`config.mk`:
```
export PLATFORM = sky130hd
export DESIGN_NAME = timer_keypad_ctrl
export DESIGN_NICKNAME = d
export VERILOG_FILES = /design/src/rtl/timer_keypad_ctrl.sv
export SDC_FILE = /design/constraint.sdc
export NUM_CORES = 1
export LEC_CHECK = 0
export ABC_AREA = 1
export BUFFER_PORTS_ARGS = -buffer_cell sky130_fd_sc_hd__buf_2
export CAP_MARGIN = 10
export CORE_UTILIZATION = 60
export DETAILED_ROUTE_END_ITERATION = 6
export PLACE_DENSITY = 0.82
export SLEW_MARGIN = 10
export SYNTH_ARGS = -nofsm -noshare
export SYNTH_HDL_FRONTEND = slang
export SYNTH_SLANG_ARGS = --single-unit
```
`constraint.sdc`:
```
create_clock -name clk -period 2.14 [get_ports clk]
set_clock_uncertainty 0.05 [all_clocks]
set_input_delay 0.107 -clock clk [delete_from_list [all_inputs] [get_ports clk]]
set_output_delay 0.107 -clock clk [all_outputs]
set_load 0.05 [all_outputs]
```
`src/rtl/timer_keypad_ctrl.sv`:
```
// Keypad front-end for the MM:SS countdown timer (microwave-style oven controller).
// Shifts decimal keys into the timer, generates the 1 Hz count-enable strobe,
// sequences start/pause/clear/door interlock and drives heater and alarm.
// Optional key beep on accepted digits: define TIMER_CTRL_KEY_BEEP_EN.
module timer_keypad_ctrl #(
  parameter int unsigned TICKS_PER_SEC = 100,
  parameter int unsigned ALARM_CYCLES  = 50,
  parameter int unsigned BEEP_CYCLES   = 5
) (
  input  logic       clk,
  input  logic       rst,
  input  logic       key_valid,
  input  logic [3:0] key_code,
  input  logic       start,
  input  logic       stop_clear,
  input  logic       door_closed,
  input  logic       timer_finished,
  output logic [3:0] timer_in,
  output logic       timer_load,
  output logic       timer_enablen,
  output logic       cooking,
  output logic       alarm,
  output logic [2:0] digit_count
);

  localparam int unsigned PW = (TICKS_PER_SEC > 1) ? $clog2(TICKS_PER_SEC) : 1;
  localparam int unsigned AW = (ALARM_CYCLES > 1) ? $clog2(ALARM_CYCLES) : 1;

  typedef enum logic [2:0] {
    IDLE    = 3'd0,
    ENTRY   = 3'd1,
    COOKING = 3'd2,
    PAUSED  = 3'd3,
    CLEAR   = 3'd4,
    DONE    = 3'd5
  } state_t;

  state_t        state, state_nxt;
  logic [PW-1:0] presc, presc_nxt;
  logic [AW-1:0] alarm_cnt, alarm_cnt_nxt;
  logic [1:0]    clr_cnt, clr_cnt_nxt;
  logic [2:0]    digit_count_nxt;
  logic [3:0]    timer_in_nxt;
  logic          timer_load_nxt;
  logic          timer_enablen_nxt;
  logic          key_accept;
  logic          digit_key;
  logic          door_prev;
  logic          beep_nxt;

  assign digit_key = key_valid && (key_code <= 4'd9);

  // State register
  always_ff @(posedge clk) begin
    if (rst) state <= IDLE;
    else     state <= state_nxt;
  end

  // Next-state, counters and next output values
  always_comb begin
    state_nxt         = state;
    presc_nxt         = presc;
    alarm_cnt_nxt     = '0;
    clr_cnt_nxt       = '0;
    digit_count_nxt   = digit_count;
    timer_in_nxt      = timer_in;
    timer_load_nxt    = 1'b0;
    timer_enablen_nxt = 1'b1;
    key_accept        = 1'b0;

    case (state)
      IDLE: begin
        if (digit_key) begin
          key_accept      = 1'b1;
          digit_count_nxt = 3'd1;
          state_nxt       = ENTRY;
        end
      end
      ENTRY: begin
        // A key in the same cycle as start always wins over start
        if (stop_clear) begin
          state_nxt = CLEAR;
        end else if (key_valid) begin
          if (digit_key && (digit_count < 3'd4)) begin
            key_accept      = 1'b1;
            digit_count_nxt = digit_count + 3'd1;
          end
        end else if (start && door_closed && !timer_finished) begin
          presc_nxt = '0;
          state_nxt = COOKING;
        end
      end
      COOKING: begin
        // Finished has priority so completion is never lost to a pause
        if (timer_finished) begin
          state_nxt = DONE;
        end else if (!door_closed || stop_clear) begin
          state_nxt = PAUSED;
        end else if (presc == PW'(TICKS_PER_SEC - 1)) begin
          presc_nxt         = '0;
          timer_enablen_nxt = 1'b0;
        end else begin
          presc_nxt = presc + PW'(1);
        end
      end
      PAUSED: begin
        if (stop_clear)                state_nxt = CLEAR;
        else if (start && door_closed) state_nxt = COOKING;
      end
      CLEAR: begin
        // Four zero shifts flush every timer digit
        timer_load_nxt = 1'b1;
        timer_in_nxt   = 4'd0;
        clr_cnt_nxt    = clr_cnt + 2'd1;
        if (clr_cnt == 2'd3) begin
          digit_count_nxt = 3'd0;
          state_nxt       = IDLE;
        end
      end
      DONE: begin
        alarm_cnt_nxt = alarm_cnt + AW'(1);
        if ((alarm_cnt == AW'(ALARM_CYCLES - 1)) || stop_clear ||
            (door_prev && !door_closed)) begin
          alarm_cnt_nxt   = '0;
          digit_count_nxt = 3'd0;
          state_nxt       = IDLE;
        end
      end
      default: state_nxt = IDLE;
    endcase

    if (key_accept) begin
      timer_load_nxt = 1'b1;
      timer_in_nxt   = key_code;
    end
  end

`ifdef TIMER_CTRL_KEY_BEEP_EN
  localparam int unsigned BW = $clog2(BEEP_CYCLES + 1);
  logic [BW-1:0] beep_cnt, beep_cnt_nxt;

  // Beep length counter, restarted by every accepted digit
  always_comb begin
    beep_cnt_nxt = beep_cnt;
    if (key_accept)            beep_cnt_nxt = BW'(BEEP_CYCLES);
    else if (beep_cnt != '0)   beep_cnt_nxt = beep_cnt - BW'(1);
  end

  // Beep counter register
  always_ff @(posedge clk) begin
    if (rst) beep_cnt <= '0;
    else     beep_cnt <= beep_cnt_nxt;
  end

  assign beep_nxt = (beep_cnt_nxt != '0);
`else
  logic unused_beep;
  assign unused_beep = (BEEP_CYCLES != 0);
  assign beep_nxt    = 1'b0;
`endif

  // Datapath and registered outputs
  always_ff @(posedge clk) begin
    if (rst) begin
      presc         <= '0;
      alarm_cnt     <= '0;
      clr_cnt       <= '0;
      door_prev     <= 1'b0;
      digit_count   <= 3'd0;
      timer_in      <= 4'd0;
      timer_load    <= 1'b0;
      timer_enablen <= 1'b1;
      cooking       <= 1'b0;
      alarm         <= 1'b0;
    end else begin
      presc         <= presc_nxt;
      alarm_cnt     <= alarm_cnt_nxt;
      clr_cnt       <= clr_cnt_nxt;
      door_prev     <= door_closed;
      digit_count   <= digit_count_nxt;
      timer_in      <= timer_in_nxt;
      timer_load    <= timer_load_nxt;
      timer_enablen <= timer_enablen_nxt;
      cooking       <= (state_nxt == COOKING);
      alarm         <= (state_nxt == DONE) || beep_nxt;
    end
  end

endmodule

```
# After elaboration in Yosys (flattened, before gate mapping)
# Cells that the tools add are included.
[word_totals] word_cells=94 output_inout_bits=11 inputBits=11 register_bits=30
[op_classes] n_eq_ne=20 magnitude_cmp=2 mux=35 n_reduce_logical=19 add_sub_neg=4 bitwise=3
[op_table] cell="3-bit two-way mux" count=16
[op_table] cell="7-bit two-way mux" count=6
[op_table] cell="2-bit != test, second input constant" count=10
[op_table] cell="3-bit one-hot mux with 6 select lines" count=1
[op_table] cell="7-bit one-hot mux with 2 select lines" count=1
[op_table] cell="3-bit one-hot mux with 4 select lines" count=1
[op_table] cell="3-bit by 2-bit == test with 1-bit output, second input constant" count=3
[op_table] cell="3-bit == test, second input constant" count=3
[op_table] cell="4-bit two-way mux" count=2
[op_table] cell="7-bit by 1-bit adder with 7-bit output, second input constant" count=1
[op_table] cell="7-bit == test, second input constant" count=1
[op_table] cell="1-bit two-way mux" count=7
[op_table] cell="7-bit AND reduction" count=1
[op_table] cell="6-bit by 1-bit adder with 6-bit output, second input constant" count=1
[op_table] cell="6-bit == test, second input constant" count=1
[op_table] cell="6-bit AND reduction" count=1
[op_table] cell="1-bit logical AND" count=5
[op_table] cell="4-bit less-or-equal comparator, second input constant" count=1
[op_table] cell="2-bit nonzero test" count=2
[op_table] cell="4-bit nonzero test" count=1
[op_table] cell="4-bit OR reduction" count=1
[op_table] cell="3-bit by 1-bit adder with 3-bit output, second input constant" count=1
[op_table] cell="3-bit by 1-bit == test with 1-bit output, second input constant" count=1
[op_table] cell="3-bit logical NOT" count=1
[op_table] cell="other kinds (9)" count=14

# Longest topological paths before layout
# Gate-level depths: netlist of run 1.
[depth] word_depth=8 ltp_mapped=11 ltp_nobuf=11

# Worst setup path after synthesis of run 1
# No wires, ideal clock.
[synth_path] kind="reg-to-reg" start="register digit_count[2]" end="register timer_in[0]" path_buffers=0 t_arrival_ns=1.271 period_less_slack_ns=1.453 t_required_ns=1.958 stages_incl_launch_ff=8 slack_ns=0.687 setup_ns=0.132 cell_sequence="dfxtp_1 > inv_1 > nand3_1 > clkinv_1 > nand3_1 > nand2_1 > nand2_1 > a21oi_1"
[synth_via] elab_chain_len=7 elab_cells_between_ends=8 classes_between="order compare: 1; mux: 5; reduce/logical: 2"
[synth_lines] element="from (decl)" line_no="23" source="output logic [2:0] digit_count"
[synth_lines] element="from (signal assigned)" line_no="180" source="digit_count <= digit_count_nxt;"
[synth_lines] element="3-bit < comparator *" line_no="84" source="if (digit_key && (digit_count < 3'd4)) begin"
[synth_lines] element="1-bit logical AND *" line_no="84"
[synth_lines] element="1-bit two-way mux *" line_no="84"
[synth_lines] element="1-bit two-way mux *" line_no="83" source="end else if (key_valid) begin"
[synth_lines] element="1-bit two-way mux *" line_no="81" source="if (stop_clear) begin"
[synth_lines] element="1-bit one-hot mux with 2 select lines *" line_no="71" source="case (state)"
[synth_lines] element="4-bit two-way mux / 2-bit nonzero test (equally long branches)"
[synth_lines] element="to (signal assigned)" line_no="181" source="timer_in <= timer_in_nxt;"
[synth_lines] element="to (decl)" line_no="18" source="output logic [3:0] timer_in,"
# Mark *: on every way between the ends. The rest lies on a longest branch, timed or not.
# A chain may end at the register's enable or synchronous reset.

# Worst setup path after layout of run 1
[layout_path] start="register state[0]" end="register timer_in[0]"
[layout_via] elab_chain_len=3 elab_cells_between_ends=6 classes_between="eq/ne: 2; mux: 2; reduce/logical: 2"
[layout_lines] element="from (decl)" line_no="38" source="state_t state, state_nxt;"
[layout_lines] element="from (signal assigned)" line_no="56" source="else state <= state_nxt;"
[layout_lines] element="3-bit by 1-bit == test with 1-bit output / 3-bit logical NOT (equally long branches)" line_no="71"
[layout_lines] element="1-bit one-hot mux with 2 select lines" line_no="71"
[layout_lines] element="4-bit two-way mux / 2-bit nonzero test (equally long branches)"
# Parallel ways exist; a longest one is shown, timed or not.

==> flow_summary.ini, run 1 <==
[run_status]
status = completed

[yosys]
synth_area_leader_cell = dfxtp_1
ys.flop_type = dfxtp_1
avgSynthCellArea_um2 = 7.06
yosysMostFrequentCell = nand2_1
synth_edf_count = 0
yosysWarnings = 0
synth_cells = 220
synth_common_cells = 52 x nand2_1, 32 x nor2_1, 30 x dfxtp_1, 23 x nand3_1, 19 x inv_1
ys_seq_area_share_pct = 38.6
synthesis.nets = 236
netlist_area_um2 = 1550
synth_top_area_share_pct = 38.6
ys_ff_latch = 30
synthTopCellsByArea = dfxtp_1 39%, nand2_1 13%, nor2_1 7.7%, nand3_1 7.4%, a21oi_1 4.8%
async_flop_share_pct = 0
ys_types = 29

[floorplanning]
dieWidth_um = 52.9
chipHeight_um = 52.9
pin_count = 22
die_area_um2 = 2800
placementRows = 18
core_um2 = 2450
initial_core_util_pct = 63.3

[critical_path]
cp.required_ps = 2370
crit_arrival_ps = 1850
worst-path-max-fanout = 10
crit_type = reg -> reg
start_kind = flip-flop
cp-end-kind = flip-flop

[sta]
fmax_mhz = 616
hold_viol = 0
rsz0062_at_grt = false
finalMaxSlewViolations = 0
setup_viol = 0
fin_setup_tns_ps = 0
finalCritPeriodShare_pct = 75.9
worstMarginPinSlew_ps = 426
fin_ws_ps = 517
relSlewSlack_pct = 71.6
finalCriticalPeriod_ps = 1620
hold-worst-slack_ps = 21.9

[power]
clkPwrFrac_pct = 36.8
internal-power_mw = 0.870
peakVddDrop_mv = 0.674
finalPower_mw = 1.22
pwr_density_cell_nw_per_um2 = 673
p_seq_share_pct = 48.2
p_sw_share_pct = 28.6
p_sw_mw = 0.349
p_comb_share_pct = 15.0
leakage_nw = 0.836

[route]
first_iter_violations = 42
vias = 1506
routedWlPerCell_um = 12.1
final_antenna_net_count = 0
vias_per_cell = 5.36
wl_um = 3390
drt-pass1-iter-count = 4
drc = 0

[cts]
clockBufferDepth = 2
post-cts-setup-buffers = 0
tritoncts = yes
clk_latency_ps = 340
path_clk_slew_ps = 100
clockRootBuffer = clkbuf_4
cts_buffers = 5
htreeDepth = 2
clock-sinks = 30

[layout]
area_delta_synth_final_pct = 16.6
n_antenna_cell = 0
finalNonFillerCells = 281
utilization_pct = 73.8
finalInstanceArea_um2 = 1810
drive_gt1_share_pct = 19.1
final_nets = 266

[global_route]
antenna_found_initial = 0
grt_usage_pct = 28.6
overflow = 0
grt_pass1_vias = 1424
grt_pass1_wl_um = 5790
grt_max_degree = 19

[flow_run]
cap_viol_max_count = 0

[placement]
place_area_um2 = 1680
place.gp.congestion = 0.892
dp_hpwl_um = 2360
place_ws_ps = 572
dp.cells = 268
port_buffers = 21

[min_path]
hold_class = in -> reg
[routing by layer]
layer  wire (µm)  part of all wire, %  global-route usage (%)
met3         183                  5.4                    7.18
met2        1590                   47                    49.2
met4          60                  1.8                    14.0
met5           0                    0                       0
met1        1560                   46                    32.5
[cell type report]
class | instances | area, µm²
Clock inverter | 3 | 40.0
Multi-Input combinational cell | 163 | 851
Sequential cell | 30 | 601
Timing Repair Buffer | 26 | 155
Clock buffer | 5 | 37.5
Fill cell | 213 | 643
Inverter | 24 | 90.1
Tap cell | 30 | 37.5
[critical path, stage by stage, from the launching register on]
cell and delay, ps:
dfxtp_1 590, nand2_2 150, inv_2 140, nand3_1 230
nand2_1 190, nand2_1 70, a21oi_1 140
[state kept, by name, summed over array words and instances, names as in the netlist]
| name | count |
|---|---|
| state | 3 |
| timer_enablen | 1 |
| alarm | 1 |
| digit_count | 3 |
| cooking | 1 |
| timer_load | 1 |
| door_prev | 1 |
| clr_cnt | 2 |
| presc | 7 |
| timer_in | 4 |
| alarm_cnt | 6 |
[cells in the final DEF, fill, tap and decap left out, types with 2 or more instances in the layout]
cell type | netlist | final
clkbuf_4 | 0 | 5
nand2_1 | 52 | 52
nand2_2 | 5 | 5
nor2_2 | 2 | 2
inv_2 | 4 | 4
inv_1 | 19 | 19
xnor2_1 | 2 | 2
clkinv_2 | 0 | 2
nand2_4 | 2 | 2
a21oi_1 | 15 | 15
nand4_1 | 5 | 5
ha_1 | 5 | 5
nor3_1 | 4 | 4
dlygate4sd3_1 | 0 | 5
o21ai_0 | 2 | 2
buf_2 | 1 | 21
nand3_1 | 23 | 23
dfxtp_1 | 30 | 30
nor3b_1 | 4 | 4
nor2_1 | 32 | 32
[power groups by stage]
stage / clock network [mW] / logic [mW] / registers (mW)
4_1_cts: 0.450 / 0.180 / 0.587
5_1_grt: 0.471 / 0.200 / 0.590
3_3_place_gp: 0 / 0.171 / 0.600
6_report: 0.449 / 0.182 / 0.588
3_5_place_dp: 0 / 0.171 / 0.600
2_1_floorplan: 0 / 0.0935 / 0.636
[final timing paths]
kind / slack [ps] / from / endpoint / depth (start not counted)
max: 520 / state[0] / timer_in[0] / 6
min reg2reg: 400 / clr_cnt[0] / clr_cnt[0] / 1
min: 20 / timer_finished / timer_enablen / 3
max reg2reg: 520 / state[0] / timer_in[0] / 6
[repair_timing]
item                                   4_1_cts  5_1_grt
resized for setup                            0        0
hold buffers                                 5        0
endpoints found under the hold margin        5        0
[cell families after synthesis]
group	count (synthesis)	synth area share [%]
xor+xnor	3	1.69
simple gates	133	40.7
buf+inv	27	6.60
flops	30	38.6
compound gates	22	8.37
fa+ha+maj	5	4.03
(Power assumes the default switching activity.)
==> run 2: changes to the inputs <==
- CORE_UTILIZATION: 60 -> 50
- PLACE_DENSITY: 0.82 -> 0.73
- clock period: 2.14 -> 1.4 ns (I/O delays scaled with it)
==> flow_summary.ini, run 2 (synthesis results as in run 1) <==
[critical_path]
endpoint = presc[6]
crit_type = reg -> reg
cp.required_ps = 1630
regToRegSetupSlack_ps = 20
reg2regPathDepth = 11
worst-path-max-fanout = 8
cp_slowest_cell = dfxtp_4
crit_arrival_ps = 1610
rr_startpoint = state[1]
critPathBufInv = 2
crit_start = state[1]
max_stage_delay_ps = 380
cp_top_family = simple AND/OR/NAND/NOR gates
cp_cell_sequence = inv_2, nor2_4, nand2_4, inv_2, o21ai_4, nand2_4, nor2_8, nand2_2, nand2_1, nand2_1, nor2_1
cp-end-kind = flip-flop
worstReg2RegEnd = presc[6]
crit_cells = 11
start_kind = flip-flop

[layout]
area_delta_synth_final_pct = 31.9
drive_gt1_share_pct = 34.1
n_antenna_cell = 0
final_cell_mix = 50 x nand2_1, 26 x nor2_1, 21 x dfxtp_1, 21 x buf_2, 19 x inv_1
fillers = 243
regMostFlops = presc
multi_input_area_um2 = 941
final_common_cell = nand2_1
largest_register_ffs = 7
top_regs = presc: 7 flops, alarm_cnt: 6 flops, timer_in: 4 flops
final_nets = 285
utilization_pct = 71.8
seq_area_um2 = 619

[sta]
fmax_mhz = 727
finalCriticalPeriod_ps = 1380
relSlewSlack_pct = 77.4
hold-worst-slack_ps = 76.3
finalMaxSlewViolations = 0
hold_viol = 0
setup_viol = 0
rsz0062_at_grt = true
finalCritPeriodShare_pct = 98.3
worstMarginPinSlew_ps = 339

[power]
clkPwrFrac_pct = 31.2
peakVddDrop_mv = 0.551
p_sw_mw = 0.538
p_comb_share_pct = 17.9
p_sw_share_pct = 30.5
pwr_density_cell_nw_per_um2 = 860
p_seq_share_pct = 50.9
leakage_nw = 0.937
internal-power_mw = 1.22

[route]
routedWlPerCell_um = 12.2
drc = 1
vias_per_cell = 5.19
final_antenna_net_count = 0
drt-pass1-iter-count = 6
first_iter_violations = 99
wl_um = 3680
vias = 1562

[floorplanning]
dieWidth_um = 57.8
initial_core_util_pct = 54.5
core_um2 = 2850
pin_count = 22
placementRows = 19
chipHeight_um = 57.8
die_area_um2 = 3340

[global_route]
overflow = 0
grt_usage_pct = 22.9
grt_pass1_wl_um = 5730
grt_max_degree = 18
grt_pass1_vias = 1347
antenna_found_initial = 0

[cts]
clockBufferDepth = 2
clk_latency_ps = 340
clockRootBuffer = clkbuf_4
path_clk_slew_ps = 90
tritoncts = yes
clock-sinks = 30
cts_buffers = 5
htreeDepth = 2

[flow_run]
cap_viol_max_count = 0

[placement]
port_buffers = 21
dp_hpwl_um = 2530
place.gp.congestion = 0.919

[min_path]
hold_class = in -> reg

[run_status]
violations = design-rule violations
status = finished with violations
==> run 2: worst min-delay path by stage <==
| stage | depth (start not counted) | startpoint | endpoint |
|---|---|---|---|
| floorplan | 2 | timer_finished | timer_enablen |
| global placement | 3 | door_closed | door_prev |
| detailed placement | 3 | door_closed | door_prev |
| CTS | 4 | stop_clear | cooking |
| global route | 4 | stop_clear | cooking |
| finish | 4 | stop_clear | cooking |
==> run 2: cell type report <==
type	instances	area share (%)
clock inverters	1	0.244
well taps	31	1.89
multi-input cells	163	45.9
repair buffers	45	14.7
inverters	24	4.40
clock buffers	7	2.69
flip-flops and latches	30	30.2
==> run 2: worst register-to-register path: stages (launching register included) <==
cell	delay [ps]
dfxtp_4	380
inv_2	110
nor2_4	50
nand2_4	60
inv_2	50
o21ai_4	80
nand2_4	90
nor2_8	170
nand2_2	70
nand2_1	90
nand2_1	60
nor2_1	80
==> run 2: repair_timing <==
item	in CTS	in global routing
hold buffers	6	0
endpoints found under the hold margin	6	0
setup endpoints to repair	16	23
gates resized for setup	1	32
buffers inserted	0	0
pin swaps	0	9
==> run 2: per-layer routing <==
layer / wire length (µm) / up-vias / part of all wire [%] / global-route usage, %
li1: - / 813 / - / -
met1: 1770 / 696 / 48 / 30.0
met2: 1640 / 45 / 45 / 35.5
met3: 182 / 8 / 5.0 / 6.70
met4: 77 / 0 / 2.1 / 9.52
met5: 0 / - / 0 / 0
==> run 2: power by group through the flow <==
stage	combinational, mW	clock, mW	sequential, mW
CTS	0.295	0.569	0.899
global placement	0.278	0	0.918
floorplan	0.143	0	0.973
finish	0.315	0.550	0.896
global route	0.341	0.603	0.900
detailed placement	0.280	0	0.918
==> run 2: per-stage QoR <==
stage	area (µm²)	setup WS [ps]	setup TNS [ps]	instances	total power, mW
6_report	2050	23.9	0	301	1.76
5_1_grt	2050	-74.9	-149	301	1.84
2_1_floorplan	1560	67.2	0	220	1.12
4_1_cts	1950	0.00799	0	301	1.76
3_3_place_gp	1820	-6.09	-14.9	287	1.20
3_5_place_dp	1820	-50.5	-167	287	1.20
